--- config.mk ---
export PLATFORM = sky130hd
export DESIGN_NAME = kyo_win_addr_gen
export DESIGN_NICKNAME = d
export VERILOG_FILES = /design/src/rtl/kyo_win_addr_gen.sv
export SDC_FILE = /design/constraint.sdc
export NUM_CORES = 1
export LEC_CHECK = 0
export CORE_MARGIN = 4
export CORE_UTILIZATION = 48
export DETAILED_ROUTE_END_ITERATION = 8
export GPL_ROUTABILITY_DRIVEN = 0
export HOLD_SLACK_MARGIN = 0.08
export PLACE_DENSITY = 0.84
export SLEW_MARGIN = 20
export SYNTH_ARGS = -nofsm -noshare
export SYNTH_HDL_FRONTEND = slang
export SYNTH_SLANG_ARGS = --single-unit
--- constraint.sdc ---
create_clock -name vga_clk -period 3.09 [get_ports vga_clk]
set_input_delay 0.618 -clock vga_clk [delete_from_list [all_inputs] [get_ports vga_clk]]
set_output_delay 0.618 -clock vga_clk [all_outputs]
set_load 0.1 [all_outputs]
--- src/rtl/kyo_win_addr_gen.sv ---
// Win-pose sprite address generator: vsync-paced frame sequencer plus a
// one-cycle hit test that turns the scan position into a sprite ROM address.
module kyo_win_addr_gen #(
    parameter int SPR_W       = 64,
    parameter int SPR_H       = 64,
    parameter int NUM_FRAMES  = 4,
    parameter int FRAME_TICKS = 8
) (
    input  logic        vga_clk,
    input  logic        reset_n,
    input  logic        vsync,
    input  logic        start,
    input  logic        clear,
    input  logic        mirror,
    input  logic [9:0]  pos_x,
    input  logic [9:0]  pos_y,
    input  logic [9:0]  draw_x,
    input  logic [9:0]  draw_y,
    output logic [13:0] rom_address,
    output logic        sprite_hit,
    output logic        busy,
    output logic        done
);

    localparam int XW = $clog2(SPR_W);
    localparam int FW = (NUM_FRAMES > 1) ? $clog2(NUM_FRAMES) : 1;
    localparam int TW = (FRAME_TICKS > 1) ? $clog2(FRAME_TICKS) : 1;
    localparam logic [13:0]   FRAME_SZ   = 14'(SPR_W * SPR_H);
    localparam logic [FW-1:0] LAST_FRAME = FW'(NUM_FRAMES - 1);
    localparam logic [TW-1:0] LAST_TICK  = TW'(FRAME_TICKS - 1);

    typedef enum logic [1:0] {IDLE, PLAY, HOLD} state_t;

    state_t        state;
    logic [FW-1:0] frame_idx;
    logic [TW-1:0] tick_cnt;
    logic [13:0]   frame_base;
    logic          vsync_q;
    logic          vs_fall;

    logic [10:0]   dx_p0;
    logic [10:0]   dy_p0;
    logic [XW-1:0] col_p0;
    logic          inside_p0;
    logic [13:0]   addr_p1;
    logic          hit_p1;

    // Row offset is a shift because SPR_W is a power of two; the frame
    // offset is accumulated in frame_base so no multiply is needed.
    function automatic logic [13:0] calc_addr(input logic [13:0]   base,
                                              input logic [10:0]   row,
                                              input logic [XW-1:0] col);
        logic [24:0] row_off;
        row_off = {14'd0, row} << XW;
        return base + row_off[13:0] + 14'(col);
    endfunction

    assign vs_fall = vsync_q & ~vsync;
    assign busy    = (state == PLAY);

    always_ff @(posedge vga_clk or negedge reset_n) begin
        if (!reset_n) begin
            state      <= IDLE;
            frame_idx  <= '0;
            tick_cnt   <= '0;
            frame_base <= '0;
            vsync_q    <= 1'b1;
            done       <= 1'b0;
        end else begin
            vsync_q <= vsync;
            done    <= 1'b0;
            if (clear) begin
                state      <= IDLE;
                frame_idx  <= '0;
                tick_cnt   <= '0;
                frame_base <= '0;
            end else if (start) begin
                state      <= PLAY;
                frame_idx  <= '0;
                tick_cnt   <= '0;
                frame_base <= '0;
            end else if (state == PLAY && vs_fall) begin
                if (tick_cnt == LAST_TICK) begin
                    tick_cnt <= '0;
                    if (frame_idx == LAST_FRAME) begin
                        state <= HOLD;
                        done  <= 1'b1;
                    end else begin
                        frame_idx  <= frame_idx + 1'b1;
                        frame_base <= frame_base + FRAME_SZ;
                    end
                end else begin
                    tick_cnt <= tick_cnt + 1'b1;
                end
            end
        end
    end

    // Stage 0: hit test at 11 bits so a sprite hanging off the right edge never wraps
    assign dx_p0     = {1'b0, draw_x} - {1'b0, pos_x};
    assign dy_p0     = {1'b0, draw_y} - {1'b0, pos_y};
    assign inside_p0 = (draw_x >= pos_x) & (dx_p0 < 11'(SPR_W)) &
                       (draw_y >= pos_y) & (dy_p0 < 11'(SPR_H)) &
                       (state != IDLE);
    assign col_p0    = mirror ? ~dx_p0[XW-1:0] : dx_p0[XW-1:0];

    // Stage 1: registered address and hit for the ROM read on the next negedge
    always_ff @(posedge vga_clk or negedge reset_n) begin
        if (!reset_n) begin
            addr_p1 <= '0;
            hit_p1  <= 1'b0;
        end else if (inside_p0) begin
            addr_p1 <= calc_addr(frame_base, dy_p0, col_p0);
            hit_p1  <= 1'b1;
        end else begin
            addr_p1 <= '0;
            hit_p1  <= 1'b0;
        end
    end

    assign rom_address = addr_p1;
    assign sprite_hit  = hit_p1;

endmodule

# Word-level counts from Yosys, hierarchy flattened
# Index checks and enable logic that the tools add are counted.
[totals] in_bits=46 word_cells=64 reg_bits=38 out_inout_bits=17
[op_classes] n_lt_le_gt_ge=4 n_reduce_logical=7 n_eq_ne=4 bitwise=7 mux=27 addsub=7
[ops] op="2-to-1 mux 14 bit" n=6
[ops] op="< comparator 11 x 7 -> 1 bit (second input constant)" n=2
[ops] op="subtractor 10 x 10 -> 11 bit" n=2
[ops] op=">= comparator 10 bit" n=2
[ops] op="2-to-1 mux 2 bit" n=10
[ops] op="adder 14 x 13 -> 14 bit (second input constant)" n=1
[ops] op="adder 14 bit" n=1
[ops] op="adder 14 x 6 -> 14 bit" n=1
[ops] op="2-to-1 mux 3 bit" n=4
[ops] op="nonzero test 3 bit" n=3
[ops] op="2-to-1 mux 1 bit" n=6
[ops] op="2-to-1 mux 6 bit" n=1
[ops] op="NOT 6 bit" n=1
[ops] op="AND reduction 3 bit" n=2
[ops] op="bitwise AND 1 bit" n=5
[ops] op="adder 3 x 1 -> 3 bit (second input constant)" n=1
[ops] op="== test 3 bit (second input constant)" n=1
[ops] op="inequality test 3 bit (second input constant)" n=1
[ops] op="adder 2 x 1 -> 2 bit (second input constant)" n=1
[ops] op="== test 2 x 1 -> 1 bit (second input constant)" n=1
[ops] op="== test 2 bit (second input constant)" n=1
[ops] op="nonzero test 2 bit" n=1
[ops] op="logical AND 1 bit" n=1
[ops] op="NOT 1 bit" n=1

# Depth between registers and ports, before layout
[logic_depth] word_depth=7 ltp_mapped=14 mapped_depth_nobuf=14

# Worst setup path after synthesis
# No wires, ideal clock.
[synth_timing] path_type="in2reg" startpoint="in pos_x[3]" endpoint="reg addr_p1[3], in the netlist rom_address[3]" t_arrival_ns=2.960 setup_time_ns=0.072 stages=11 path_slack_ns=0.058 path_cell_list="inv_1 > ha_1 > buf_4 > a21o_1 > a21o_1 > nor3_1 > or4b_1 > or4_1 > a2111o_1 > buf_6 > nor2_1"
[synth_via] elab_chain_len=7 word_cells_on_any_way=11
[synth_rtl] element="from (decl)" line="15" rtl="input logic [9:0] pos_x,"
[synth_rtl] element="subtractor 10 x 10 -> 11 bit" line="100" rtl="assign dx_p0 = {1'b0, draw_x} - {1'b0, pos_x};"
[synth_rtl] element="< comparator 11 x 7 -> 1 bit" line="102" rtl="assign inside_p0 = (draw_x >= pos_x) & (dx_p0 < 11'(SPR_W)) &"
[synth_rtl] element="bitwise AND 1 bit (2 in a row)" line="102"
[synth_rtl] element="bitwise AND 1 bit (2 in a row)" line="103" rtl="(draw_y >= pos_y) & (dy_p0 < 11'(SPR_H)) &"
[synth_rtl] element="2-to-1 mux 14 bit (*)" line="112" rtl="end else if (inside_p0) begin"
[synth_rtl] element="to (signal assigned)" line="113" rtl="addr_p1 <= calc_addr(frame_base, dy_p0, col_p0);"
[synth_rtl] element="to (decl)" line="45" rtl="logic [13:0] addr_p1;"
# Every way passes the cells marked *; elsewhere a longest branch is shown, timed or not.
# A chain may end at the register's enable or synchronous reset.

# Worst setup path after layout
[layout_timing] startpoint="in draw_y[0]" endpoint="reg addr_p1[10], in the netlist rom_address[10]"
[layout_via] elab_chain_len=5 word_cells_on_any_way=9
[layout_rtl] element="from (decl)" line="18" rtl="input logic [9:0] draw_y,"
[layout_rtl] element="parallel branches: the longest is 4 deep, another holds adder 14 bit"
[layout_rtl] element="2-to-1 mux 14 bit (*)" line="112"
# Mark *: on every way between the ends.

==> run summary <==
The first detailed-routing pass ran for 4 iterations. The run gives 3.24 ns as the signal arrival time at the worst endpoint. Global routing finished with a remaining overflow of 0. The setup slack after layout was 0.04769 ns. The run gives 0 as the number of remaining DRC errors. After synthesis, the most frequently instantiated cells are nor2_1 (38), inv_1 (27), dfrtp_1 (25), ha_1 (25), a21oi_1 (21). The first global-routing pass estimated 9.404 mm of wire. Averaged over all synthesized cells, the footprint is 8.424 µm². The register-to-register path setup slack is 0.72 ns. The y dimension of the die was 75.29 µm. The via count was 2322; the part of the power in combinational logic was 0.476. The boundary pin count was 63; the half-perimeter wire length after detailed placement was 4.317 mm. The worst path needs 3.042 ns of the cycle, external delays included. The largest net degree at the start of global routing is 27. Synthesis inferred 26 register bits. The switching part of the total power was 0.3302; the global router's overall resource usage was 0.2117. After clock tree synthesis, the clock-pin slew on the worst setup and hold paths is 0.08 ns. The number of antenna diodes in the final layout is 0. Ranked by total cell area, the synthesized netlist is headed by dfrtp_1 (29%), ha_1 (14%), nor2_1 (6.6%).

The synthesized netlist occupies a cell area of 2173 µm². The number of global-route vias before repair was 2131; the mean routed wirelength per cell was 15.60 µm. The sequential group share of total power was 0.337. Overall die area: 5669 µm². The run gives 0.8052 as the utilization after layout. The worst register-to-register path begins at state[0].

The worst setup path is launched from an input port. The tools report the total clock sinks as 26. The flow ran to the end, and the final reports show no timing, DRC or antenna violations. The cell taking the most area after synthesis was dfrtp_1. Maximum level of the CTS H-tree: 1.

VDD sags by at most 0.1595 mV. TritonCTS built the clock tree. Using the TritonRoute via totals, the vias-per-cell ratio works out to 5.595. In this run the power spent charging and discharging nets is 0.0003366 W. In this run the clock root is driven by a clkbuf_8. The share of synthesized registers carrying an async set or reset came out at 1.000. Based on the critical path, the design can be clocked at up to 328.7 MHz. Counting flops with a built-in enable in the synthesized netlist gives 0. The number of different library cells used by synthesis comes to 50.

The fraction of final layout cells with drive strength greater than 1 was 0.3444; the highest net fanout along the worst path was 8. The fraction of post-synthesis cell area in the top cell type by area was 0.2879; the count of buffers inserted at the top-level ports was 62. Internal power comes to 0.0006828 W. Counting along the longest clock path gives a buffer depth of 2.

The number of buffers inserted during clock tree synthesis is 3, and the detailed router's first-iteration violation count is 124. The logs give 0.6724 for the normalized max-slew margin and 0 for the number of failing hold endpoints at the final stage. The final layout contains routed wiring with a total length of 6.474 mm.

The clock arrives with 0.001402 ns of skew. Setup violations remaining at the end of the flow were counted as 0. STA classifies the critical path endpoint as a flip-flop. The dominant synthesized flop cell is dfrtp_1. The tools report the leakage power of the design as 1.741 nW. Counting every net in the synthesized netlist gives 331. Share of the clock period used by the worst path after layout: 0.9846. The clock reaches the later pin of the worst-skew pair after 0.26 ns. The final layout contains 437 nets. The worst setup timing slack at the placement stage was -0.5284 ns; the yosys synthesis warning count was 0. In this run the power density over the cells is 290.8 nW/µm².

The part of the Yosys area used for sequential elements is 0.2999, and the initial core utilization is 0.4991. From synthesis to final layout, the design area changed by 61.31%. The die is 75.29 µm wide. For the placement row count, the log shows 24. For the worst setup path, the data required time is 3.29 ns. The max-slew violation count came out at 0.

The total of max-cap violations came out at 0. The tools report the fraction of power consumed by the clock network as 0.187. For the initial antenna violation count, the log shows 0. The cell count after synthesis came out at 258.

The worst register-to-register path ends at rom_address[10]. The count of nets left with antenna violations once routing finished came out at 0. The path class of the tightest hold or removal check is flip-flop to flip-flop. In this run the worst setup path begins at draw_y[0].

The floorplan step defined a core boundary enclosing 4354 µm². Most frequent cell after synthesis: nor2_1. In this run the worst setup path terminates at rom_address[10]. The path type of the worst setup path was input port to flip-flop.

Measured in cells, the most critical reg-to-reg path has a length of 7. At the pin with the least slew margin, the transition time is 0.4790 ns.
placed cells by master, fill, tap and decap left out, types with 4 or more instances in the layout:
cell type | synthesis | routed
xor2_1 | 9 | 8
ha_4 | 0 | 13
ha_1 | 25 | 10
dlygate4sd2_1 | 0 | 7
buf_6 | 1 | 6
dlymetal6s2s_1 | 0 | 15
a21oi_1 | 21 | 17
inv_2 | 1 | 15
dfrtp_1 | 25 | 25
o21ai_0 | 9 | 6
buf_4 | 1 | 56
a21oi_2 | 0 | 4
xnor2_1 | 15 | 14
nand2b_1 | 5 | 4
mux2i_1 | 4 | 4
nand2_1 | 12 | 11
o21ai_1 | 5 | 5
inv_1 | 27 | 13
clkdlybuf4s50_1 | 0 | 19
nor2_1 | 38 | 32
metrics by stage:
step / instances / setup TNS (ns) / power [W] / instance area [µm²] / hold WS [ns]
finish: 415 / 0 / 0.001019 / 3506 / 0.5370
global placement: 407 / -5.798 / 0.0007345 / 3090 / 0.5099
detailed placement: 407 / -7.412 / 0.0007483 / 3090 / 0.5267
CTS: 413 / 0 / 0.0009748 / 3359 / 0.5458
global route: 415 / -0.2256 / 0.001076 / 3506 / 0.5849
floorplan: 258 / 0 / 0.0005787 / 2173 / 0.3224
final cells by class:
type / instances / area, µm²
multi-input cells: 198 / 1682
flip-flops and latches: 26 / 651.9
fillers: 250 / 848.3
repair buffers: 107 / 957.2
well taps: 52 / 65.06
clock buffers: 4 / 45.04
inverters: 28 / 105.1
metal layers:
metal / up-vias / wire length, µm / GRT usage
met5: - / 0 / 0
met4: 0 / 223 / 0.07573
met3: 20 / 371 / 0.01319
met2: 106 / 3356 / 0.3960
met1: 1106 / 2523 / 0.2537
li1: 1090 / - / -
power by group through the flow:
stage / clock network (W) / logic [W] / registers [W]
finish: 0.000190 / 0.000485 / 0.000344
global route: 0.000207 / 0.000525 / 0.000344
CTS: 0.000191 / 0.000440 / 0.000344
detailed placement: 0 / 0.000398 / 0.000350
global placement: 0 / 0.000384 / 0.000350
floorplan: 0 / 0.000228 / 0.000350
sequential cells by signal, summed over array words and instances, names as in the netlist:
name         flops
vsync_q          1
done             1
frame_idx        2
sprite_hit       1
state            2
tick_cnt         3
rom_address     14
frame_base       2
worst min-delay path by stage:
stage | end | cells past startpoint | slack (ns) | from
floorplan | done | 0 | 0.32 | reset_n
global route | frame_idx[0] | 2 | 0.58 | frame_idx[0]
global placement | tick_cnt[1] | 2 | 0.51 | tick_cnt[1]
finish | tick_cnt[1] | 2 | 0.54 | tick_cnt[1]
CTS | tick_cnt[1] | 2 | 0.55 | tick_cnt[1]
detailed placement | tick_cnt[1] | 2 | 0.53 | tick_cnt[1]
worst max-delay path: stages:
cell	delay [ns]
dlygate4sd2_1	0.23
inv_1	0.05
ha_2	0.18
inv_2	0.04
fa_2	0.39
nand3_2	0.08
nand2_2	0.07
buf_4	0.14
a21o_1	0.16
a21oi_1	0.20
xnor2_1	0.17
buf_4	0.17
a2111o_1	0.43
buf_6	0.18
a21oi_2	0.11
kinds of logic after synthesis:
kind of cell | synth area share
other cells | 0.001725
fa+ha+maj | 0.1623
compound gates | 0.1508
simple gates | 0.2009
xor+xnor | 0.09672
mux | 0.02360
flops | 0.2999
buf+inv | 0.06390
what timing repair did:
item,CTS,global route
cloned,1,0
gates resized for setup,60,44
hold buffers,0,0
setup buffers,1,2
setup endpoints to repair,15,15
pin swaps,17,20
(Power assumes the default switching activity.)
